File: src/rtl/lsu_pkg.sv
// Shared definitions for the load/store unit: RAM width codes, the control
// FSM state type and the access-size decode.
//   MEM_B/MEM_H/MEM_W : values of code[1:0] for byte/half/word accesses
//   MEM_U             : bit index of the unsigned flag inside the 3-bit code
//   size_from_code    : access size in bytes (1/2/4); a set word bit wins
package lsu_pkg;

  localparam logic [1:0] MEM_B = 2'b00;
  localparam logic [1:0] MEM_H = 2'b01;
  localparam logic [1:0] MEM_W = 2'b10;
  localparam int unsigned MEM_U = 2;

  typedef enum logic [1:0] {
    ST_IDLE,
    ST_ACCESS,
    ST_BYTE,
    ST_RESP
  } lsu_state_e;

  function automatic logic [2:0] size_from_code(input logic [2:0] code);
    case (code[1:0])
      MEM_B:   return 3'd1;
      MEM_H:   return 3'd2;
      default: return 3'd4;
    endcase
  endfunction

endpackage

File: src/rtl/lsu_load_extend.sv
// Combinational load-data extension, shared with the writeback stage.
//   data  : LSB-aligned raw load data
//   code  : [2] unsigned, [1] word, [0] half (00 = byte)
//   rdata : data sign- or zero-extended to 32 bits
module lsu_load_extend
  import lsu_pkg::*;
(
  input  logic [31:0] data,
  input  logic [2:0]  code,
  output logic [31:0] rdata
);

  always_comb begin
    rdata = data;
    case (code[1:0])
      MEM_B:   rdata = code[MEM_U] ? {24'h0, data[7:0]}
                                   : {{24{data[7]}}, data[7:0]};
      MEM_H:   rdata = code[MEM_U] ? {16'h0, data[15:0]}
                                   : {{16{data[15]}}, data[15:0]};
      default: rdata = data;
    endcase
  end

endmodule

File: src/rtl/lsu_ctrl.sv
// Load/store unit between the MEM stage and the byte-addressed data RAM.
// Accepts one request at a time, range-checks it up front, performs aligned
// accesses in one RAM cycle and (when MISALIGN_EN) splits misaligned ones into
// byte accesses, then returns a single-cycle response.
//   clk, rst_n           : clock, synchronous active-low reset
//   req_*                : request handshake (valid/ready), we, addr, wdata, code
//   resp_*               : one-cycle response pulse with load data and fault flags
//   mem_addr/dina/wea/rea/u_b_h_w : RAM port, decoded from registered state
//   mem_douta, mem_*_access_fault : RAM combinational read data and faults
module lsu_ctrl
  import lsu_pkg::*;
#(
  parameter int unsigned MEM_ADDR_BITS = 7,
  parameter bit          MISALIGN_EN   = 1'b1
) (
  input  logic        clk,
  input  logic        rst_n,
  input  logic        req_valid,
  output logic        req_ready,
  input  logic        req_we,
  input  logic [31:0] req_addr,
  input  logic [31:0] req_wdata,
  input  logic [2:0]  req_u_b_h_w,
  output logic        resp_valid,
  output logic [31:0] resp_rdata,
  output logic        resp_l_fault,
  output logic        resp_s_fault,
  output logic        resp_misaligned,
  output logic [31:0] mem_addr,
  output logic [31:0] mem_dina,
  output logic        mem_wea,
  output logic        mem_rea,
  output logic [2:0]  mem_u_b_h_w,
  input  logic [31:0] mem_douta,
  input  logic        mem_l_access_fault,
  input  logic        mem_s_access_fault
);

  lsu_state_e state, state_nx;
  logic [1:0] cnt, cnt_nx;

  logic        we_q;
  logic [31:0] addr_q;
  logic [31:0] wdata_q;
  logic [2:0]  code_q;
  logic [31:0] asm_q;
  logic        l_fault_q;
  logic        s_fault_q;
  logic        mis_q;

  // Incoming request classification, evaluated during the handshake cycle
  logic [2:0]  size_in;
  logic [31:0] last_in;
  logic        mis_in;
  logic        oor_in;

  always_comb begin
    size_in = size_from_code(req_u_b_h_w);
    last_in = req_addr + 32'(size_in) - 32'd1;
    mis_in  = (req_u_b_h_w[0] & req_addr[0]) | (req_u_b_h_w[1] & |req_addr[1:0]);
    oor_in  = |req_addr[31:MEM_ADDR_BITS] | |last_in[31:MEM_ADDR_BITS];
  end

  logic [1:0] last_cnt;
  logic       ram_fault;

  always_comb begin
    last_cnt  = 2'(size_from_code(code_q) - 3'd1);
    ram_fault = mem_l_access_fault | mem_s_access_fault;
  end

  // Next-state logic
  always_comb begin
    state_nx = state;
    cnt_nx   = cnt;
    case (state)
      ST_IDLE: begin
        if (req_valid) begin
          cnt_nx = '0;
          if (oor_in || (mis_in && !MISALIGN_EN)) state_nx = ST_RESP;
          else if (mis_in)                        state_nx = ST_BYTE;
          else                                    state_nx = ST_ACCESS;
        end
      end
      ST_ACCESS: state_nx = ST_RESP;
      ST_BYTE: begin
        if (ram_fault || cnt == last_cnt) state_nx = ST_RESP;
        else                              cnt_nx   = cnt + 2'd1;
      end
      ST_RESP: state_nx = ST_IDLE;
      default: state_nx = ST_IDLE;
    endcase
  end

  always_ff @(posedge clk) begin
    if (!rst_n) begin
      state     <= ST_IDLE;
      cnt       <= '0;
      we_q      <= 1'b0;
      addr_q    <= '0;
      wdata_q   <= '0;
      code_q    <= '0;
      asm_q     <= '0;
      l_fault_q <= 1'b0;
      s_fault_q <= 1'b0;
      mis_q     <= 1'b0;
    end else begin
      state <= state_nx;
      cnt   <= cnt_nx;
      case (state)
        ST_IDLE: begin
          if (req_valid) begin
            we_q      <= req_we;
            addr_q    <= req_addr;
            wdata_q   <= req_wdata;
            code_q    <= req_u_b_h_w;
            asm_q     <= '0;
            // Range fault takes precedence over the misalignment report
            l_fault_q <= oor_in & ~req_we;
            s_fault_q <= oor_in & req_we;
            mis_q     <= mis_in & ~oor_in & ~MISALIGN_EN;
          end
        end
        ST_ACCESS: begin
          asm_q     <= mem_douta;
          l_fault_q <= ram_fault & ~we_q;
          s_fault_q <= ram_fault & we_q;
        end
        ST_BYTE: begin
          if (ram_fault) begin
            l_fault_q <= ~we_q;
            s_fault_q <= we_q;
          end else if (!we_q) begin
            asm_q[{cnt, 3'b000} +: 8] <= mem_douta[7:0];
          end
        end
        default: ;
      endcase
    end
  end

  // RAM port. Enables are also qualified by rst_n so a reset landing in the
  // middle of a split store stops the RAM commit in that same cycle.
  always_comb begin
    mem_addr    = '0;
    mem_dina    = '0;
    mem_wea     = 1'b0;
    mem_rea     = 1'b0;
    mem_u_b_h_w = '0;
    case (state)
      ST_ACCESS: begin
        mem_addr    = addr_q;
        mem_dina    = wdata_q;
        mem_u_b_h_w = code_q;
        mem_wea     = we_q & rst_n;
        mem_rea     = ~we_q & rst_n;
      end
      ST_BYTE: begin
        mem_addr      = addr_q + 32'(cnt);
        mem_dina[7:0] = wdata_q[{cnt, 3'b000} +: 8];
        mem_u_b_h_w   = we_q ? 3'b000 : 3'b100;
        mem_wea       = we_q & rst_n;
        mem_rea       = ~we_q & rst_n;
      end
      default: ;
    endcase
  end

  logic [31:0] ext_data;

  lsu_load_extend u_ext (
    .data  (asm_q),
    .code  (code_q),
    .rdata (ext_data)
  );

  logic any_fault;

  always_comb begin
    any_fault       = l_fault_q | s_fault_q | mis_q;
    req_ready       = (state == ST_IDLE);
    resp_valid      = (state == ST_RESP);
    resp_l_fault    = resp_valid & l_fault_q;
    resp_s_fault    = resp_valid & s_fault_q;
    resp_misaligned = resp_valid & mis_q;
    resp_rdata      = (resp_valid && !we_q && !any_fault) ? ext_data : '0;
  end

endmodule
File: config.mk
export PLATFORM = sky130hd
export DESIGN_NAME = lsu_ctrl
export DESIGN_NICKNAME = d
export VERILOG_FILES = /design/src/rtl/lsu_pkg.sv /design/src/rtl/lsu_load_extend.sv /design/src/rtl/lsu_ctrl.sv
export SDC_FILE = /design/constraint.sdc
export NUM_CORES = 1
export LEC_CHECK = 0
export CORE_ASPECT_RATIO = 1.75
export CORE_MARGIN = 2
export CORE_UTILIZATION = 56
export CTS_CLUSTER_DIAMETER = 80
export CTS_CLUSTER_SIZE = 40
export DETAILED_ROUTE_END_ITERATION = 8
export PLACE_DENSITY = 0.89
export SKIP_CTS_REPAIR_TIMING = 1
export SLEW_MARGIN = 10
export SYNTH_ARGS = -nofsm -noshare
export SYNTH_HDL_FRONTEND = slang
export SYNTH_SLANG_ARGS = --single-unit
File: constraint.sdc
create_clock -name clk -period 7.4 [get_ports clk]
set_input_delay 0.74 -clock clk [delete_from_list [all_inputs] [get_ports clk]]
set_output_delay 0.74 -clock clk [all_outputs]
set_load 0.03 [all_outputs]
==> results of run 1 <==
state kept, by name, summed over array words and instances, names as in the netlist:
name       flops
addr_q        32
asm_q         32
wdata_q       32
code_q         3
cnt            2
state          2
l_fault_q      1
s_fault_q      1
we_q           1
worst paths after layout:
check / start / endpoint / slack (ns) / cells after the start
setup / recovery: cnt[0] / mem_addr[29] / 2.19 / 10
hold / removal: wdata_q[5] / wdata_q[5] / 0.49 / 2
setup reg to reg: state[0] / asm_q[3] / 3.94 / 8
hold reg to reg: wdata_q[5] / wdata_q[5] / 0.49 / 2
area by class of cell:
| type | instances | area (um2) | share of cell area (%) |
|---|---|---|---|
| multi-input combinational | 986 | 6260 | 55.2 |
| sequential | 106 | 2120 | 18.7 |
| tap | 189 | 236 | 2.09 |
| timing repair buffer | 219 | 2160 | 19.1 |
| inverter | 74 | 278 | 2.45 |
| clock inverter | 6 | 50.0 | 0.441 |
| clock buffer | 10 | 229 | 2.02 |
per-layer routing:
metal | track usage (%) | part of all wire [%] | up-vias | wire length [um]
li1 | - | - | 4715 | -
met1 | 40.1 | 36 | 4672 | 11400
met2 | 66.0 | 51 | 509 | 16500
met3 | 4.51 | 6.6 | 129 | 2130
met4 | 20.5 | 6.4 | 0 | 2060
met5 | 0 | 0 | - | 0
cells in the final DEF, fill, tap and decap left out, drive strengths merged, types with 6 or more instances in the layout:
cell type,n
nand4,11
clkdlybuf4s50,208
o21a,9
clkbuf,10
dfxtp,106
and3,14
nor2b,57
a21boi,71
nand3b,10
o31ai,6
buf,11
nand2b,17
and2,47
a311oi,10
o21ai,80
nor3b,7
nor4,11
nand3,10
nand2,212
inv,74
a21oi,97
a22o,15
ha,55
nor3,20
nor2,69
a31oi,8
mux4,8
a22oi,43
cell families after synthesis:
kind of cell | Yosys count | synth area share [%]
other | 1 | 0.0419
adders and majority gates | 56 | 7.92
and+or+nand+nor | 514 | 29.1
muxes | 16 | 2.95
AOI/OAI and AO/OA | 394 | 29.4
DFF | 106 | 23.7
buffers and inverters | 149 | 6.35
xor gates and xnor gates | 5 | 0.490
power by group:
| group | internal (uW) | switching (uW) |
|---|---|---|
| Clock | 233 | 228 |
| Combinational | 463 | 927 |
| Sequential | 667 | 102 |
per-stage QoR:
stage	utilization, %	instances	instance area (um2)	total power [uW]
after floorplan	-	1241	8940	1670
after detailed placement	70.0	1574	11100	2140
after CTS	71.8	1590	11300	2600
final	71.8	1590	11300	2620
after global routing	71.8	1590	11300	2760
after global placement	70.0	1574	11100	2110
critical path, cell delays in order, from the launching register on:
cell and delay, ns:
dfxtp_1 0.93, ha_1 0.32, a21oi_1 0.08, nor2b_1 0.20, nand3_1 0.21, nor4_1 0.52, nand3_1 0.31, nor2_1 0.23
a41oi_1 0.13, a311oi_1 0.43, clkdlybuf4s50_1 0.75
==> results.toml, run 1 <==
[timing]
layout_setup_ws_ns = 2.19
rsz0062_at_grt = "false"
slew_violations = 0
tightest_slew_ns = 1.18
timing.fmax_mhz = 192
finalHoldViolCount = 0
fin_worst_hold_slack_ns = 0.490
setup_viol = 0
min_period_ns = 5.21
setup-tns-final_ns = 0
skew_ns = 0.00997
finalCritPeriodShare_pct = 70.4
slew-limit-headroom_pct = 21.0

[synth]
synthFlopType = "dfxtp_1"
yosysWarnings = 0
synth_top_cell_by_area = "dfxtp_1"
ys_async_sr_fraction_pct = 0
yosys.area.top_type_share_pct = 23.7
synthTopCellsByCount = "212 x nand2_1, 106 x dfxtp_1, 97 x a21oi_1"
syn-cell-area_mm2 = 0.00894
syn_inst = 1241
synthesis.nets = 1402
synth_edf_count = 0
syn_area_per_cell_um2 = 7.21
yosys_register_bits = 106
synth.most_common_cell = "nand2_1"
yosys-top-cells-area = "dfxtp_1 24%, nand2_1 8.9%, ha_1 7.7%"
synth_cell_types = 78
synth-seq-area-share_pct = 23.7

[worst_hold_path]
hold_path_class = "reg2reg"

[grt]
grt_pass1_wl_mm = 49.2
antenna_found_initial = 0
grt_max_degree = 107
grt_pass1_vias = 9594
grt-ovfl-total = 0
grtUsageTotal_pct = 36.2

[die]
fp.coreArea_mm2 = 0.0158
initial_core_util_pct = 56.6
dieArea_mm2 = 0.0170
die-width_um = 99.5
row_count = 61
ios = 211
dieHeight_um = 171

[layout]
num-fill-cells = 1314
drive_above_1_share_pct = 4.07
syn_to_final_growth_pct = 26.8
diodes = 0
final_nets = 1557

[placement]
place.gp.congestion = 1.06
dpl.hpwl_mm = 24.2
place_ws_ns = 2.71
portBuffers = 209

[worst_setup_path]
end_kind = "output port"
start_kind = "flop"
cp.required_ns = 6.66
worstSetupPathType = "reg2out"
critical_path_arrival_ns = 4.47
critPathMaxFanout = 19

[pwr]
ir_drop_uv = 211
leakage_uw = 0.00410
p_per_area_mw_per_mm2 = 231

[clocking]
insertion_delay_ns = 0.35
cts_tree = "done"
clock-sinks = 106
path_clk_slew_ns = 0.08
cts_buffer_depth = 2
numCtsBuffers = 9
root_buffer = "clkbuf_16"
h-tree-depth = 3

[drt]
drc = 0
routed-via-count = 10000
wl_per_cell_um = 20.2
finalWirelength_mm = 32.1
drtAntennaViolNets = 0
vias_per_cell = 6.31
first_pass_iters = 6
drtIter0Drc = 870

[flow_run]
cap_violations = 0

[status]
status = "finished, final reports clean"
Power figures use the tool's default switching activity.
==> run 2, diff against run 1 <==
CORE_UTILIZATION = 47   (was 56)
PLACE_DENSITY = 0.8   (was 0.89)
clock period = 4.58 ns   (was 7.4 ns; I/O delays follow)
==> results.toml, run 2 (synthesis results as in run 1) <==
[worst_setup_path]
cp.required_ns = 4.12
end_kind = "output port"
critPathBufInv = 1
r2r_setup_slack_ns = 1.36
worstPathCellList = "ha_1 > fa_1 > and3_1 > and4_1 > and4b_1 > nand3_1 > nor2_1 > and3_1 > nand3_1 > nand2_1 > a311oi_1 > clkdlybuf4s50_1"
worstSetupPathType = "reg2out"
cp_top_family = "simple AND/OR/NAND/NOR gates"
critPathMaxFanout = 4
start_kind = "flop"
max_stage_delay_ns = 0.81
cp_slowest_cell = "clkdlybuf4s50_1"
critical_path_arrival_ns = 3.86

[layout]
final_nets = 1572
design_area_mm2 = 0.0116
finalNonFillerCells = 1654
mostFrequentLayoutCells = "211 x nand2_1, 208 x clkdlybuf4s50_1, 106 x dfxtp_1"
multiInputGateArea_mm2 = 0.00627
register_area_mm2 = 0.00212
num-fill-cells = 1729
diodes = 0
drive_above_1_share_pct = 5.30
reg.largest.list = "addr_q: 32 flops, asm_q: 32 flops, wdata_q: 32 flops"
syn_to_final_growth_pct = 29.2
layout.cells.most_common = "nand2_1"

[die]
ios = 211
die-width_um = 108
initial_core_util_pct = 47.9
row_count = 66
dieArea_mm2 = 0.0202
fp.coreArea_mm2 = 0.0187
dieHeight_um = 186

[timing]
finalHoldViolCount = 0
slew-limit-headroom_pct = 25.7
layout_setup_ws_ns = 0.261
timing.fmax_mhz = 232
setup-tns-final_ns = 0
min_period_ns = 4.32
finalCritPeriodShare_pct = 94.3
setup_viol = 0
tightest_slew_ns = 1.10
skew_ns = 0.0146
slew_violations = 0
rsz0062_at_grt = "false"

[grt]
grt_pass1_vias = 9596
grtUsageTotal_pct = 33.3
antenna_found_initial = 1
grt_pass1_wl_mm = 52.1
grt-ovfl-total = 0
grt_max_degree = 106

[drt]
vias_per_cell = 6.01
met1_length_mm = 12.4
drtAntennaViolNets = 0
drtIter0Drc = 766
top_layer = "met4"
first_pass_iters = 5
wl_per_cell_um = 20.9
dr_wl_met2_mm = 17.9
drc = 0
wl_met3_mm = 1.77
routed-via-count = 9943
finalWirelength_mm = 34.5

[clocking]
numCtsBuffers = 9
clock-sinks = 106
h-tree-depth = 3
path_clk_slew_ns = 0.08
insertion_delay_ns = 0.36
cts_buffer_depth = 2
cts_tree = "done"
root_buffer = "clkbuf_16"

[status]
status = "finished, final reports clean"

[pwr]
ir_drop_uv = 386
leakage_uw = 0.00419
p_per_area_mw_per_mm2 = 377
total_power_uw = 4360

[placement]
dpl.hpwl_mm = 27.0
place_area_mm2 = 0.0112
place.gp.congestion = 1.01
place_ws_ns = 0.278
post-place-cells = 1638
portBuffers = 209

[worst_hold_path]
hold_path_class = "reg2reg"

[flow_run]
cap_violations = 0
==> run 2: cell type report <==
cell class / instances / share of cell area [%]
clock inverters: 5 / 0.487
clock buffers: 11 / 2.19
well taps: 238 / 2.58
inverters: 74 / 2.40
repair buffers: 234 / 19.7
flip-flops and latches: 106 / 18.4
multi-input cells: 986 / 54.3
==> run 2: final timing paths <==
check / end / cells after the start / start
max reg2reg: asm_q[7] / 9 / state[0]
min: wdata_q[12] / 2 / wdata_q[12]
min reg2reg: wdata_q[12] / 2 / wdata_q[12]
max: mem_addr[30] / 12 / cnt[0]
==> run 2: metrics by stage <==
step / hold WS (ns) / util [%]
after floorplan: 0.449 / -
after global placement: 0.465 / 60.2
after global routing: 0.505 / 61.9
after detailed placement: 0.470 / 60.2
after CTS: 0.483 / 61.9
final: 0.482 / 61.9
==> run 2: tightest hold or removal path, cell delays in order, from the launching register on <==
cell and delay, ns:
dfxtp_1 0.32, nand2_1 0.05, a21boi_0 0.07
==> run 2: report_power, final <==
group	internal [uW]	leakage [uW]	switching, uW	total (uW)
Clock	415	0.000153	378	792
Sequential	1080	0.000864	156	1230
Combinational	785	0.00317	1550	2330
==> run 2: metal layers <==
metal,vias up,global-route usage [%]
li1,4750,-
met1,4676,35.7
met2,408,60.3
met3,109,3.42
met4,0,21.5
met5,-,0
